$ cat src/rtl/tff_counter_ctrl_if.sv
// Control/status bundle between a sequencer (master) and the T-FF
// counter controller (slave).
interface tff_counter_ctrl_if #(
    parameter int WIDTH = 4
);
    logic             start;
    logic             stop;
    logic [1:0]       mode;
    logic             load;
    logic [WIDTH-1:0] load_val;
    logic [WIDTH-1:0] t_vec;
    logic [WIDTH-1:0] q;
    logic             busy;
    logic             tc;
    logic             done;

    modport master (
        output start, stop, mode, load, load_val,
        input  t_vec, q, busy, tc, done
    );

    modport slave (
        input  start, stop, mode, load, load_val,
        output t_vec, q, busy, tc, done
    );
endinterface

$ cat src/rtl/tff_counter_ctrl.sv
// Sequencer for a bank of T flip-flops: holds the bank state and produces
// per-bit toggle enables for binary up, binary down or Gray up counting.
module tff_counter_ctrl #(
    parameter int WIDTH = 4
) (
    input logic               clk,
    input logic               rst_n,
    tff_counter_ctrl_if.slave bus
);
    typedef enum logic [1:0] {IDLE, RUN, DONE} state_t;

    localparam logic [1:0] MODE_UP   = 2'b00;
    localparam logic [1:0] MODE_DOWN = 2'b01;
    localparam logic [1:0] MODE_GRAY = 2'b10;
    localparam logic [1:0] MODE_RSVD = 2'b11;

    state_t           state, state_nxt;
    logic [1:0]       mode_r, mode_nxt;
    logic [WIDTH-1:0] q_r, q_nxt;
    logic [WIDTH-1:0] t;
    logic [WIDTH-1:0] up_t, dn_t, gray_t;
    logic [WIDTH-1:0] gray_bin, bin_inc, gray_inc;
    logic [WIDTH-1:0] lo_mask;
    logic [WIDTH-1:0] term;
    logic             tc;
    logic             busy, done;

    // Binary toggles: bit i flips when every lower bit is 1 (up) or 0 (down).
    always_comb begin
        up_t    = '0;
        dn_t    = '0;
        lo_mask = '0;
        for (int i = 0; i < WIDTH; i++) begin
            lo_mask = (WIDTH'(1) << i) - WIDTH'(1);
            up_t[i] = ((q_r & lo_mask) == lo_mask);
            dn_t[i] = ((q_r & lo_mask) == '0);
        end
    end

    // Gray up: decode to binary, increment, re-encode; the diff is one-hot.
    always_comb begin
        gray_bin = '0;
        for (int i = 0; i < WIDTH; i++)
            gray_bin[i] = ^(q_r >> i);
    end
    assign bin_inc  = gray_bin + WIDTH'(1);
    assign gray_inc = bin_inc ^ (bin_inc >> 1);
    assign gray_t   = q_r ^ gray_inc;

    always_comb begin
        term = '1;
        case (mode_r)
            MODE_UP:   term = '1;
            MODE_DOWN: term = '0;
            MODE_GRAY: term = {1'b1, {(WIDTH-1){1'b0}}};
            default:   term = '1;
        endcase
    end
    assign tc = (mode_r != MODE_RSVD) && (q_r == term);

    always_comb begin
        state_nxt = state;
        mode_nxt  = mode_r;
        t         = '0;
        busy      = 1'b0;
        done      = 1'b0;
        q_nxt     = q_r;
        case (state)
            IDLE: begin
                if (bus.load)
                    q_nxt = bus.load_val;
                if (bus.start && bus.mode != MODE_RSVD) begin
                    mode_nxt  = bus.mode;
                    state_nxt = RUN;
                end
            end
            RUN: begin
                busy = 1'b1;
                if (bus.stop) begin
                    state_nxt = IDLE;
                end else if (tc) begin
                    state_nxt = DONE;
                end else begin
                    case (mode_r)
                        MODE_UP:   t = up_t;
                        MODE_DOWN: t = dn_t;
                        MODE_GRAY: t = gray_t;
                        default:   t = '0;
                    endcase
                end
                q_nxt = q_r ^ t;
            end
            DONE: begin
                done      = 1'b1;
                state_nxt = IDLE;
            end
            default: state_nxt = IDLE;
        endcase
    end

    always_ff @(posedge clk or negedge rst_n) begin
        if (!rst_n) begin
            state  <= IDLE;
            mode_r <= MODE_UP;
            q_r    <= '0;
        end else begin
            state  <= state_nxt;
            mode_r <= mode_nxt;
            q_r    <= q_nxt;
        end
    end

    assign bus.t_vec = t;
    assign bus.q     = q_r;
    assign bus.busy  = busy;
    assign bus.tc    = tc;
    assign bus.done  = done;
endmodule

$ cat src/flat_wrapper.sv
// flat-port wrapper written by rule: the top's interface ports become plain ports
module tff_counter_ctrl_flat 
#(
    parameter int WIDTH = 4
)
  (clk, rst_n, bus_start, bus_stop, bus_mode, bus_load, bus_load_val, bus_t_vec, bus_q, bus_busy, bus_tc, bus_done);
  tff_counter_ctrl_if #(.WIDTH(WIDTH)) bus_i ();
  input logic clk;
  input logic rst_n;
  input wire logic [$bits(bus_i.start)-1:0] bus_start;
  input wire logic [$bits(bus_i.stop)-1:0] bus_stop;
  input wire logic [$bits(bus_i.mode)-1:0] bus_mode;
  input wire logic [$bits(bus_i.load)-1:0] bus_load;
  input wire logic [$bits(bus_i.load_val)-1:0] bus_load_val;
  output wire logic [$bits(bus_i.t_vec)-1:0] bus_t_vec;
  output wire logic [$bits(bus_i.q)-1:0] bus_q;
  output wire logic [$bits(bus_i.busy)-1:0] bus_busy;
  output wire logic [$bits(bus_i.tc)-1:0] bus_tc;
  output wire logic [$bits(bus_i.done)-1:0] bus_done;
  assign bus_i.start = bus_start;
  assign bus_i.stop = bus_stop;
  assign bus_i.mode = bus_mode;
  assign bus_i.load = bus_load;
  assign bus_i.load_val = bus_load_val;
  assign bus_t_vec = bus_i.t_vec;
  assign bus_q = bus_i.q;
  assign bus_busy = bus_i.busy;
  assign bus_tc = bus_i.tc;
  assign bus_done = bus_i.done;
  tff_counter_ctrl #(.WIDTH(WIDTH)) u_core (.clk(clk), .rst_n(rst_n), .bus(bus_i));
endmodule
$ cat config.mk
export PLATFORM = sky130hd
export DESIGN_NAME = tff_counter_ctrl_flat
export DESIGN_NICKNAME = d
export VERILOG_FILES = /design/src/rtl/tff_counter_ctrl_if.sv /design/src/rtl/tff_counter_ctrl.sv /design/src/flat_wrapper.sv
export SDC_FILE = /design/constraint.sdc
export NUM_CORES = 1
export LEC_CHECK = 0
export BUFFER_PORTS_ARGS = -buffer_cell sky130_fd_sc_hd__buf_2
export CAP_MARGIN = 5
export CORE_MARGIN = 1
export CORE_UTILIZATION = 44
export CTS_CLUSTER_DIAMETER = 50
export DETAILED_ROUTE_END_ITERATION = 12
export GPL_TIMING_DRIVEN = 0
export PLACE_DENSITY_LB_ADDON = 0.2
export SYNTH_ARGS = -nofsm -noshare
export SYNTH_HDL_FRONTEND = slang
export SYNTH_SLANG_ARGS = --single-unit
$ cat constraint.sdc
create_clock -name clk -period 2.2 [get_ports clk]
set_clock_uncertainty 0.1 [all_clocks]
set_input_delay 0.11 -clock clk [delete_from_list [all_inputs] [get_ports clk]]
set_output_delay 0.11 -clock clk [all_outputs]
set_load 0.005 [all_outputs]
==> results.yml <==
synthesis:
  synth_warnings: 0
  netlist_area_sq_um: 718
  yosys-top-cells-count: "nor2_1, dfrtp_1, ha_1"
  async_flop_share_pct: 100
  ys_ff_latch: 8
  synth_area_leaders: "dfrtp_1, ha_1, nor2_1"
  synth_top_cell_by_area: "dfrtp_1"
  syn-instance-count: 82
  synth_edf_count: 0
  synth_top_area_share_pct: 27.9
  synthDistinctLibCells: 32
  synth_nets: 100
  ys_seq_area_share_pct: 27.9
  synthFlopType: "dfrtp_1"
  yosysMostFrequentCell: "nor2_1"
  syn_area_per_cell_sq_um: 8.76
sta:
  hold_violations: 0
  hold_ws_ps: 13.3
  slew_viol_final: 0
  setup_slack_ps: -97.8
  rsz0062_at_grt: "true"
  finalSetupViolCount: 5
  min_period_over_period_pct: 104
  fmax_ghz: 0.435
  max_slew_margin_pct: 68.1
  final.setup.tns_ps: -394
  worst_slew_pin_slew_ps: 475
  post-route-min-period_ps: 2300
routing:
  routedWlPerCell_microns: 13.8
  ant_nets: 0
  viasPerCell: 5.62
  routed_wl_microns: 1800
  drc: 0
  first_iter_violations: 25
  drtPass1Iterations: 4
  vias: 736
power_and_ir_drop:
  p_clk_share_pct: 8.7
  finalPower_mw: 1.35
  irDropWorstVdd_v: 0.000669
  power_density_nw_per_um2: 1370
  power.share.sequential_pct: 21.6
  power_switching_mw: 0.615
  p_int_mw: 0.732
  pwr-share-comb_pct: 69.6
  power.leakage_nw: 0.462
  switching_share_pct: 45.7
setup_path:
  rr_startpoint: "u_core.mode_r[0]$_DFFE_PN0P_"
  critPathKind: "reg -> out"
  arrival_ps: 2090
  max_stage_delay_ps: 470
  setup.worst_path.end_class: "primary output"
  r2r_setup_slack_ps: -30
  rr_endpoint: "u_core.state[0]$_DFFE_PN0P_"
  start_kind: "flop"
  crit_path_top_delay_cell: "or4b_4"
  crit_fanout: 3
  cp_cell_sequence: "inv_2, ha_4, or4b_4, a211oi_4, buf_4, a311oi_2, buf_2"
  r2r_cells: 10
  cp_data_required_time_ps: 1990
cts:
  path_clk_slew_ps: 60
  cts.sinks: 8
  cts_tree: "done"
  cts_buffers: 3
  cts_root_buf: "clkbuf_4"
  clk_latency_ps: 260
  clock_path_buffers: 2
  htree_levels: 1
placed_design:
  place_ws_ps: -119
  numPortBuffers: 21
  post_dp_cell_area_sq_um: 843
  dp.cells: 119
  gp_congestion: 0.733
  dpl.hpwl_microns: 1310
final_layout:
  layout.nets: 135
  drive_gt1_share_pct: 36.5
  synthToLayoutAreaGrowth_pct: 37.1
  stdcell_area_sq_um: 985
  nFillCells: 118
  final_util_pct: 64.6
  finalNonFillerCells: 131
  antenna_cells: 0
floorplanning:
  num_rows: 14
  dieArea_sq_um: 1800
  core_sq_um: 1520
  start_util_pct: 47.1
  io_pins: 22
  die_w_microns: 42.4
  fp.dieH_microns: 42.4
worst_hold_path:
  hold_path_end: "u_core.bus.q[3]$_DFFE_PN0P_"
  hp-start: "bus_load_val[3]"
  hold_path_class: "in -> reg"
  min_path_cells: 3
grt:
  grt_pass1_wl_microns: 3190
  use_met3_pct: 5.17
  grt_pass1_vias: 723
  grtUsageMet1_pct: 27.5
  grt_antenna_before_repair: 0
  busiest_layer: "met2"
  grt_max_degree: 10
  track_usage_pct: 23.4
  grtUsageMet2_pct: 40.0
  grt.overflow.total: 0
run:
  cap_violations: 0
outcome:
  outcome: "complete, but fails checks"
  violations: "negative setup slack"
flip-flops by register name, indices dropped and copies added (netlist names):
register / flops
u_core.bus.q: 4
u_core.mode_r: 2
u_core.state: 2
logic make-up (layout without fill, tap and decap cells):
logic type | Yosys count | after routing | synth area share [%]
muxes | 4 | 4 | 5.58
adders and majority gates | 7 | 7 | 12.2
buffers and inverters | 7 | 40 | 4.88
DFF | 8 | 8 | 27.9
AOI/OAI and AO/OA | 13 | 13 | 16.0
xor gates and xnor gates | 4 | 4 | 4.88
and+or+nand+nor | 39 | 39 | 28.6
worst max path at each step:
stage	from	to	slack (ps)	cells after the start
final	u_core.mode_r[0]$_DFFE_PN0P_	bus_t_vec[3]	-100	7
after global routing	u_core.mode_r[0]$_DFFE_PN0P_	bus_t_vec[3]	-190	7
after CTS	u_core.mode_r[0]$_DFFE_PN0P_	bus_t_vec[3]	-80	7
after detailed placement	u_core.mode_r[0]$_DFFE_PN0P_	bus_t_vec[0]	-120	7
after global placement	u_core.mode_r[0]$_DFFE_PN0P_	bus_t_vec[0]	-120	7
after floorplan	u_core.mode_r[0]$_DFFE_PN0P_	u_core.bus.q[3]$_DFFE_PN0P_	50	7
what timing repair did:
action,in CTS,in global routing
gates resized for setup,7,3
endpoints found under the setup margin,8,9
endpoints found under the hold margin,9,0
pin swaps,4,3
setup buffers,6,1
hold buffers,2,0
critical path: cells and delay by family, from the launching register on:
family	cells	cell delay, ps
AOI/OAI and AO/OA	2	330
adders and majority gates	1	250
buffers and inverters	3	400
DFF	1	380
and+or+nand+nor	1	470
per-layer routing:
metal,part of all wire [%],up-vias
li1,-,359
met1,41,335
met2,49,36
met3,6.2,6
met4,3.5,0
met5,0,-
cell usage in the layout, fill, tap and decap left out, drive strengths merged, types with 2 or more instances in the layout:
cell type	synthesis	routed
a21oi	2	2
a311oi	3	3
inv	5	5
nor2	15	15
or3	2	2
dlygate4sd3	0	2
nor2b	2	2
dfrtp	8	8
a211oi	4	4
nand2b	2	2
nor3b	3	3
clkbuf	0	3
ha	7	7
nor3	2	2
nand2	6	6
xnor2	3	3
mux2i	4	4
buf	2	30
area by class of cell:
| class | count | area, sq um | share of cell area [%] |
|---|---|---|---|
| Timing Repair Buffer | 30 | 191 | 19.4 |
| Multi-Input combinational cell | 67 | 513 | 52.1 |
| Clock buffer | 3 | 22.5 | 2.29 |
| Inverter | 5 | 18.8 | 1.91 |
| Sequential cell | 8 | 200 | 20.3 |
| Buffer | 2 | 18.8 | 1.91 |
| Tap cell | 16 | 20.0 | 2.03 |
power by group through the flow:
stage | clock (mW) | sequential (mW) | combinational [mW]
global route | 0.130 | 0.305 | 1.02
finish | 0.117 | 0.291 | 0.938
CTS | 0.120 | 0.289 | 0.900
detailed placement | 0 | 0.303 | 0.736
floorplan | 0 | 0.287 | 0.550
global placement | 0 | 0.298 | 0.713
No activity file was read; power rests on OpenSTA's default activity.
